File: src/rtl/galaga_lib.sv
// Shared keyboard definitions: HID keycodes, decoded key set and decoder payload types.
package galaga_lib;

    localparam int unsigned KC_W     = 8;
    localparam int unsigned NUM_KEYS = 7;

    localparam logic [KC_W-1:0] KEY_NONE     = 8'h00;
    localparam logic [KC_W-1:0] ROLLOVER_KEY = 8'h01;
    localparam logic [KC_W-1:0] KEY_A        = 8'h04;
    localparam logic [KC_W-1:0] KEY_D        = 8'h07;
    localparam logic [KC_W-1:0] KEY_R        = 8'h15;
    localparam logic [KC_W-1:0] KEY_S        = 8'h16;
    localparam logic [KC_W-1:0] KEY_W        = 8'h1A;
    localparam logic [KC_W-1:0] KEY_ENTER    = 8'h28;
    localparam logic [KC_W-1:0] KEY_SPACE    = 8'h2C;

    typedef enum logic [2:0] {
        K_W,
        K_A,
        K_S,
        K_D,
        K_SPACE,
        K_ENTER,
        K_R
    } key_idx_t;

    typedef logic [NUM_KEYS-1:0] keyset_t;

    typedef struct packed {
        logic [KC_W-1:0] data;
        logic            last;
    } kc_beat_t;

    typedef enum logic {
        S_SCAN,
        S_COMMIT
    } dec_state_t;

    // One-hot key bit for a game keycode; anything else decodes to the empty set.
    function automatic keyset_t key_decode(input logic [KC_W-1:0] code);
        keyset_t k;
        k = '0;
        case (code)
            KEY_W:     k[K_W]     = 1'b1;
            KEY_A:     k[K_A]     = 1'b1;
            KEY_S:     k[K_S]     = 1'b1;
            KEY_D:     k[K_D]     = 1'b1;
            KEY_SPACE: k[K_SPACE] = 1'b1;
            KEY_ENTER: k[K_ENTER] = 1'b1;
            KEY_R:     k[K_R]     = 1'b1;
            default:   k          = '0;
        endcase
        return k;
    endfunction

endpackage

File: src/rtl/galaga_fire_cooldown.sv
// Fire rate limiter: gates SPACE presses through a reload-on-fire cooldown counter.
// Optional repeat-while-held behaviour is enabled by GALAGA_AUTOFIRE_EN.
module galaga_fire_cooldown #(
    parameter int unsigned      CD_W          = 24,
    parameter logic [CD_W-1:0]  FIRE_COOLDOWN = CD_W'(2_500_000)
) (
    input  logic clk,
    input  logic rst_n,
    input  logic press,
    input  logic held,
    input  logic tick,
    output logic fire_pulse
);

    logic [CD_W-1:0] cd_q;
    logic            idle_c;
    logic            fire_c;

    assign idle_c = (cd_q == '0);

`ifdef GALAGA_AUTOFIRE_EN
    // A held key re-fires each time the counter drains; a fresh press is always held too.
    assign fire_c = idle_c & (press | held);
`else
    logic unused_held;
    assign unused_held = held;
    assign fire_c      = idle_c & press;
`endif

    always_ff @(posedge clk or negedge rst_n) begin
        if (!rst_n) begin
            cd_q       <= '0;
            fire_pulse <= 1'b0;
        end else begin
            fire_pulse <= fire_c;
            if (fire_c) begin
                cd_q <= FIRE_COOLDOWN;
            end else if (tick && !idle_c) begin
                cd_q <= cd_q - CD_W'(1);
            end
        end
    end

endmodule

File: src/rtl/galaga_key_decoder.sv
// HID boot-report keycode consumer: collects a report, then commits held directions and press pulses.
// Build option: GALAGA_AUTOFIRE_EN (fire repeats while SPACE is held).
module galaga_key_decoder
    import galaga_lib::*;
#(
    parameter int unsigned     MAX_KEYS      = 6,
    parameter int unsigned     CD_W          = 24,
    parameter logic [CD_W-1:0] FIRE_COOLDOWN = CD_W'(2_500_000)
) (
    input  logic            Clk,
    input  logic            Reset_n,
    input  logic            kc_valid,
    output logic            kc_ready,
    input  logic [KC_W-1:0] kc_data,
    input  logic            kc_last,
    output logic            move_up,
    output logic            move_left,
    output logic            move_down,
    output logic            move_right,
    output logic            fire_pulse,
    output logic            start_pulse,
    output logic            restart_pulse,
    output logic            report_err
);

    localparam int unsigned CNT_W = $clog2(MAX_KEYS + 1);

    dec_state_t        state_q, state_d;
    logic [CNT_W-1:0]  cnt_q, cnt_d;
    keyset_t           scratch_q, scratch_d;
    keyset_t           held_q, held_d;
    logic              poison_q, poison_d;
    keyset_t           edge_c;
    logic              err_c;
    logic              xfer_c;
    kc_beat_t          beat_c;

    assign beat_c = '{data: kc_data, last: kc_last};
    assign xfer_c = kc_valid & kc_ready;

    always_ff @(posedge Clk or negedge Reset_n) begin
        if (!Reset_n) begin
            state_q   <= S_SCAN;
            cnt_q     <= '0;
            scratch_q <= '0;
            held_q    <= '0;
            poison_q  <= 1'b0;
        end else begin
            state_q   <= state_d;
            cnt_q     <= cnt_d;
            scratch_q <= scratch_d;
            held_q    <= held_d;
            poison_q  <= poison_d;
        end
    end

    // Report accumulation in SCAN, single-cycle commit of the held set in COMMIT.
    always_comb begin
        state_d   = state_q;
        cnt_d     = cnt_q;
        scratch_d = scratch_q;
        held_d    = held_q;
        poison_d  = poison_q;
        edge_c    = '0;
        err_c     = 1'b0;
        case (state_q)
            S_SCAN: begin
                if (xfer_c) begin
                    scratch_d = scratch_q | key_decode(beat_c.data);
                    if (beat_c.data == ROLLOVER_KEY) begin
                        poison_d = 1'b1;
                    end
                    cnt_d = cnt_q + CNT_W'(1);
                    if (beat_c.last || (cnt_q == CNT_W'(MAX_KEYS - 1))) begin
                        state_d = S_COMMIT;
                    end
                end
            end
            S_COMMIT: begin
                if (poison_q) begin
                    err_c = 1'b1;
                end else begin
                    held_d = scratch_q;
                    edge_c = scratch_q & ~held_q;
                end
                scratch_d = '0;
                cnt_d     = '0;
                poison_d  = 1'b0;
                state_d   = S_SCAN;
            end
            default: begin
                state_d = S_SCAN;
            end
        endcase
    end

    // Outputs follow the next held set so they land the cycle after COMMIT.
    always_ff @(posedge Clk or negedge Reset_n) begin
        if (!Reset_n) begin
            kc_ready      <= 1'b1;
            move_up       <= 1'b0;
            move_left     <= 1'b0;
            move_down     <= 1'b0;
            move_right    <= 1'b0;
            start_pulse   <= 1'b0;
            restart_pulse <= 1'b0;
            report_err    <= 1'b0;
        end else begin
            kc_ready      <= (state_d == S_SCAN);
            move_up       <= held_d[K_W] & ~held_d[K_S];
            move_down     <= held_d[K_S] & ~held_d[K_W];
            move_left     <= held_d[K_A] & ~held_d[K_D];
            move_right    <= held_d[K_D] & ~held_d[K_A];
            start_pulse   <= edge_c[K_ENTER];
            restart_pulse <= edge_c[K_R];
            report_err    <= err_c;
        end
    end

    galaga_fire_cooldown #(
        .CD_W          (CD_W),
        .FIRE_COOLDOWN (FIRE_COOLDOWN)
    ) u_fire_cooldown (
        .clk        (Clk),
        .rst_n      (Reset_n),
        .press      (edge_c[K_SPACE]),
        .held       (held_d[K_SPACE]),
        .tick       (1'b1),
        .fire_pulse (fire_pulse)
    );

endmodule

File: config.mk
export PLATFORM = sky130hd
export DESIGN_NAME = galaga_key_decoder
export DESIGN_NICKNAME = d
export VERILOG_FILES = /design/src/rtl/galaga_lib.sv /design/src/rtl/galaga_fire_cooldown.sv /design/src/rtl/galaga_key_decoder.sv
export SDC_FILE = /design/constraint.sdc
export NUM_CORES = 1
export LEC_CHECK = 0
export ABC_CLOCK_PERIOD_IN_PS = 5300
export CAP_MARGIN = 0
export CORE_MARGIN = 2
export CORE_UTILIZATION = 55
export DETAILED_ROUTE_END_ITERATION = 8
export DONT_BUFFER_PORTS = 1
export HOLD_SLACK_MARGIN = 0.02
export PLACE_DENSITY_LB_ADDON = 0.15
export RECOVER_POWER = 50
export SLEW_MARGIN = 20
export SYNTH_ARGS = -nofsm -noshare
export SYNTH_HDL_FRONTEND = slang
export SYNTH_SLANG_ARGS = --single-unit
File: constraint.sdc
create_clock -name Clk -period 5.3 [get_ports Clk]
set_clock_uncertainty 0.05 [all_clocks]
set_input_delay 0.795 -clock Clk [delete_from_list [all_inputs] [get_ports Clk]]
set_output_delay 0.795 -clock Clk [all_outputs]
set_load 0.01 [all_outputs]
* Word-level counts from Yosys, hierarchy flattened
Index checks and enable logic that the tools add are counted.
Storage, ports and cells: input port bits 12, register bits after elaboration 52, logic and storage cells 89
Operators by class: reduce and logical (&&, ||, !) cells 4, muxes and demuxes 39, eq/ne operators 12, bitwise operators 16, add/subtract/negate cells 2
Operators with widths (count):
- two-way mux 24 bit | 2
- two-way mux 1 bit | 27
- == test 8 x 5 -> 1 bit, second input constant | 3
- zero test 24 bit | 1
- subtractor 24 x 1 -> 24 bit, second input constant | 1
- two-way mux 7 bit | 3
- == test 8 x 3 -> 1 bit, second input constant | 2
- == test 8 x 6 -> 1 bit, second input constant | 2
- one-hot mux 7 bit (2 select lines) | 1
- == test 8 x 1 -> 1 bit, second input constant | 1
- two-way mux 4 bit | 2
- AND 7 bit | 1
- NOT 1 bit | 7
- NOT 7 bit | 1
- OR 7 bit | 1
- AND 1 bit | 6
- != test 2 bit, second input constant | 3
- one-hot mux 3 bit (2 select lines) | 1
- one-hot mux 1 bit (2 select lines) | 2
- AND reduction 2 bit | 2
- adder 3 x 1 -> 3 bit, second input constant | 1
- == test 3 bit, second input constant | 1
- two-way mux 3 bit | 1
- logical OR 1 bit | 1

* Logic depth before layout (Yosys ltp)
depth in word-level cells 7, gate-level depth with buffers 8, gate-level depth less buffers 7

* Hierarchy
Synthesis repeated with hierarchy kept, for this count alone.
Second synthesis, totals: cells, all modules 225, area total of the unflattened synthesis 2443.6 µm²
By module, submodules not included:
- galaga_fire_cooldown | area an instance 1308.8 µm², instances 1, seq. area each 625.6 µm², cells each 119
- galaga_key_decoder | area an instance 1134.8 µm², instances 1, seq. area each 676.9 µm², cells each 106

* Least setup slack after synthesis
OpenSTA, ideal clock, no wires.
path kind register to register, start reg u_fire_cooldown.cd_q[2], end reg u_fire_cooldown.cd_q[12], path slack 3.594 ns, arrival time 1.533 ns, clock period less this slack 1.706 ns, library setup time 0.123 ns, buffers on the path 0, stages on the path, launching flop included 6, data required time 5.127 ns, cell sequence dfrtp_1 > nor3_4 > and3_4 > o21ai_2 > or3b_1 > xnor2_1
On the way: longest elaborated chain between the ends 3, elaborated cells between the ends (all ways) 6, classes of those cells add/sub (1); eq/ne (1); mux (2); bitwise (1); reduce/logical (1)
Ends and longest elaborated chain:
- start, declared | line galaga_fire_cooldown.sv:15 | logic [CD_W-1:0] cd_q;
- start signal, assigned | line galaga_fire_cooldown.sv:39 | cd_q <= cd_q - CD_W'(1);
- subtractor 24 x 1 -> 24 bit or zero test 24 bit (tied branches) | line galaga_fire_cooldown.sv:39, galaga_fire_cooldown.sv:19
- two-way mux 24 bit or AND 1 bit (tied branches) | line galaga_fire_cooldown.sv:38, galaga_fire_cooldown.sv:27
- two-way mux 24 bit or != test 2 bit (tied branches)
Several ways; a longest one is shown, not always the timed one. The select of a mux whose other input is x is not followed. A chain may end at the register's enable or synchronous reset.

* Final worst setup path
start reg state_q, end reg u_fire_cooldown.cd_q[18]
On the way: longest elaborated chain between the ends 3, elaborated cells between the ends (all ways) 4, classes of those cells eq/ne (1); mux (2); bitwise (1)
Ends and longest elaborated chain:
- start, declared | line galaga_key_decoder.sv:28 | dec_state_t state_q, state_d;
- start signal, assigned | line galaga_key_decoder.sv:49 | state_q <= state_d;
- two-way mux 7 bit (*) | line galaga_key_decoder.sv:66 | case (state_q)
- AND 1 bit (*) | line galaga_fire_cooldown.sv:27 | assign fire_c = idle_c & press;
- net u_fire_cooldown.fire_c | line galaga_fire_cooldown.sv:17 | logic fire_c;
- != test 2 bit (no line) or two-way mux 24 bit (tied branches)
Mark *: on every way through the listed nets, which the timed path passes. The rest lies on a longest branch.

==> summary.md <==
| Metric | Value |
|---|---|
| Worst-Skew Late Latency | `approximately 300 ps` |
| Placed Area | `roughly 2400 um2` |
| WL final | `roughly 4200 um` |
| Clock slew at reported path FFs | `90 ps` |
| Core area | `4260 um2` |
| Largest family of logic cells by synthesized area | `simple AND/OR/NAND/NOR gates` |
| CP top delay family | `simple AND/OR/NAND/NOR gates` |
| PortBufs | `0` |
| RSZ-0062 raised after global routing | `false` |
| Largest net degree at the start of global routing | `53` |
| Via count | `~1,600` |
| Max IR drop VDD | `slightly above 0.0002 V` |
| WL/cell | `about 16 um` |
| Area of the die | `approximately 5000 um2` |
| Ports | `21` |
| Vias in the first global route | `roughly 1,700` |
| Commonest non-fill, non-tap cell in the layout | `dfrtp_1` |
| Synth Area in Compound Gates | `0.0657` |
| Clk pwr share | `0.229` |
| Final hold vios | `0` |
| Reg-to-reg slack, setup | `about 3100 ps` |
| CTS tree | `built` |
| CP max stage cell | `dfrtp_1` |
| WP buf/inv | `0` |
| Worst EP required | `~5500 ps` |
| GPL Wtd Cong | `0.894` |
| Area leader, netlist | `dfrtp_1` |
| Pre-Repair DR Iteration Count | `4` |
| Clock sinks | `52` |
| Worst Setup Path Type | `register to register` |
| CP peak stage delay | `610 ps` |
| Fillcell total | `375` |
| Comb power frac | `0.225` |
| Crit-path cells | `nand2b_1 -> or3b_1 -> nor3_1 -> a211oi_1 -> a31oi_1` |
| Post-CTS Resized | `0` |
| Slew of the pin with the lowest slew margin | `between 700 and 800 ps` |
| XOR/XNOR Fraction of Synth Area | `0.0584` |
| Cell Count Post-Placement | `around 260` |
| Syn Inst Count | `about 210` |
| Die W | `between 70 and 80 um` |
| Top post-synthesis cells by area | `dfrtp_1, xnor2_1, mux2_2` |
| Setup_tns | `0 ps` |
| Int Pwr | `0.760 mW` |
| Max-slew violations | `0` |
| Status | `completed` |
| Max-slew headroom | `0.522` |
| CP arrival | `approximately 2400 ps` |
| DRT iter0 DRCs | `63` |
| Yosys top cell area share | `0.532` |
| Final min period | `2170 ps` |
| Async SR Flop Fraction | `1.00` |
| CTS buffer count | `5` |
| Netlist cell types | `51` |
| P&R area growth vs syn | `5.73%` |
| Max-Cap Viols | `0` |
| CP Capture Type | `register` |
| Layout Cells excl Fill | `263` |
| Yosys warnings | `0` |
| Synth Area in Adders | `0.0209` |
| Vias per inst | `6.04` |
| CTS max path bufs | `2` |
| GRT Resource Usage Total | `0.182` |
| Most frequent cells in the layout | `dfrtp_1, nor2_1, nor3_1` |
| Switching Share | `0.338` |
| FMAX | `0.460 GHz` |
| # rows | `24` |
| Leak pwr | `between 1 and 1.5 nW` |
| Starting Density | `0.563` |
| Post-route cell area | `2540 um2` |
| Register area share after synthesis | `0.543` |
| Ant diodes | `0` |
| Flop pwr share | `0.546` |
| Depth of the CTS H-tree | `2` |
| Flops & latches, synth | `52` |
| First-pass GRT wire length | `just over 7000 um` |
| Top_reg_cell synth | `dfrtp_1` |
| Hpwl dp | `3020 um` |
| Period utilisation layout | `0.410` |
| Hold-fix buffers, CTS | `0` |
| Syn nets | `225` |
| HP Class | `input port to async pin` |
| CP startpoint kind | `register` |
| GR Overflow Total | `0` |
| Final setup violation count | `0` |
| Antenna violations before repair | `0` |
| Simple logic cell fraction of the synthesized area | `0.257` |
| Synthesized cell area | `between 2000 and 2500 um2` |
| Proportion of synthesized area in mux cells | `0.0328` |
| PD cells | `452 nW/um2` |
| Post-synth EDFFs | `0` |
| Nets | `roughly 230` |
| Psw | `roughly 0.39 mW` |
| Fin Hold WS | `between 100 and 150 ps` |
| Layout cells sized above 1 | `0.156` |
| Post-CTS Setup Inserts | `0` |
| DR DRC count | `0` |
| Die Height | `between 70 and 80 um` |
| Synth Area per Inst | `around 11 um2` |
| Crit path max fanout | `14` |
| Clk root buf | `clkbuf_8` |
| Final ANT Viol Nets | `0` |
registers in the layout, summed over array words and instances, names as in the netlist:
register,cells
cnt_q,3
held_q,7
kc_ready,1
move_down,1
move_left,1
move_right,1
move_up,1
poison_q,1
report_err,1
restart_pulse,1
scratch_q,7
start_pulse,1
state_q,1
u_fire_cooldown.cd_q,24
u_fire_cooldown.fire_pulse,1
final timing paths:
path | to | start | cells after the start
setup / recovery | u_fire_cooldown.cd_q[18] | state_q | 5
hold / removal | u_fire_cooldown.cd_q[10] | Reset_n | 0
setup reg to reg | u_fire_cooldown.cd_q[18] | state_q | 5
hold reg to reg | restart_pulse | held_q[6] | 1
max in group asynchronous | kc_ready | Reset_n | 0
min in group Clk | restart_pulse | held_q[6] | 1
area by class of cell:
class	count	area [um2]	share of cell area
flip-flops and latches	52	1300	0.513
clock inverters	2	35.0	0.0138
clock buffers	6	72.6	0.0286
inverters	5	18.8	0.00740
multi-input cells	146	1040	0.411
well taps	52	65.1	0.0256
metal layers:
layer	vias up	wire (um)	GRT usage	share of wire
met5	-	0	0	0
met4	0	59	0.0641	0.014
met3	8	184	0.0418	0.043
met2	54	2240	0.328	0.53
met1	785	1750	0.213	0.41
li1	742	-	-	-
per-stage QoR:
stage	worst slack, ps	util	total power, mW
6_report	3130	0.595	1.15
3_3_place_gp	3230	0.570	0.869
4_1_cts	3130	0.595	1.16
5_1_grt	2970	0.595	1.22
3_5_place_dp	3140	0.570	0.889
2_1_floorplan	3590	-	0.825
synth_stat cells (all sizes together), types with 5 or more instances:
master  count
nor3       18
nand2      12
xnor2      10
nor2       22
and3        5
mux2        7
nand4       5
a31oi       5
xor2        6
nor2b       6
a21oi       6
nand3       5
dfrtp      51
inv         5
power by group through the flow:
stage	Clock, mW	Sequential [mW]	Combinational [mW]
6_report	0.263	0.626	0.259
5_1_grt	0.285	0.641	0.295
4_1_cts	0.271	0.624	0.261
3_5_place_dp	0	0.631	0.258
3_3_place_gp	0	0.623	0.246
2_1_floorplan	0	0.605	0.220
cell families after synthesis:
| group | Yosys count |
|---|---|
| AND/OR/NAND/NOR | 96 |
| flip-flops | 52 |
| multiplexers | 7 |
| adder cells (fa/ha/maj) | 4 |
| AO/OA/AOI/OAI | 23 |
| XOR/XNOR | 16 |
| buffers and inverters | 11 |
No activity file was read; power rests on OpenSTA's default activity.
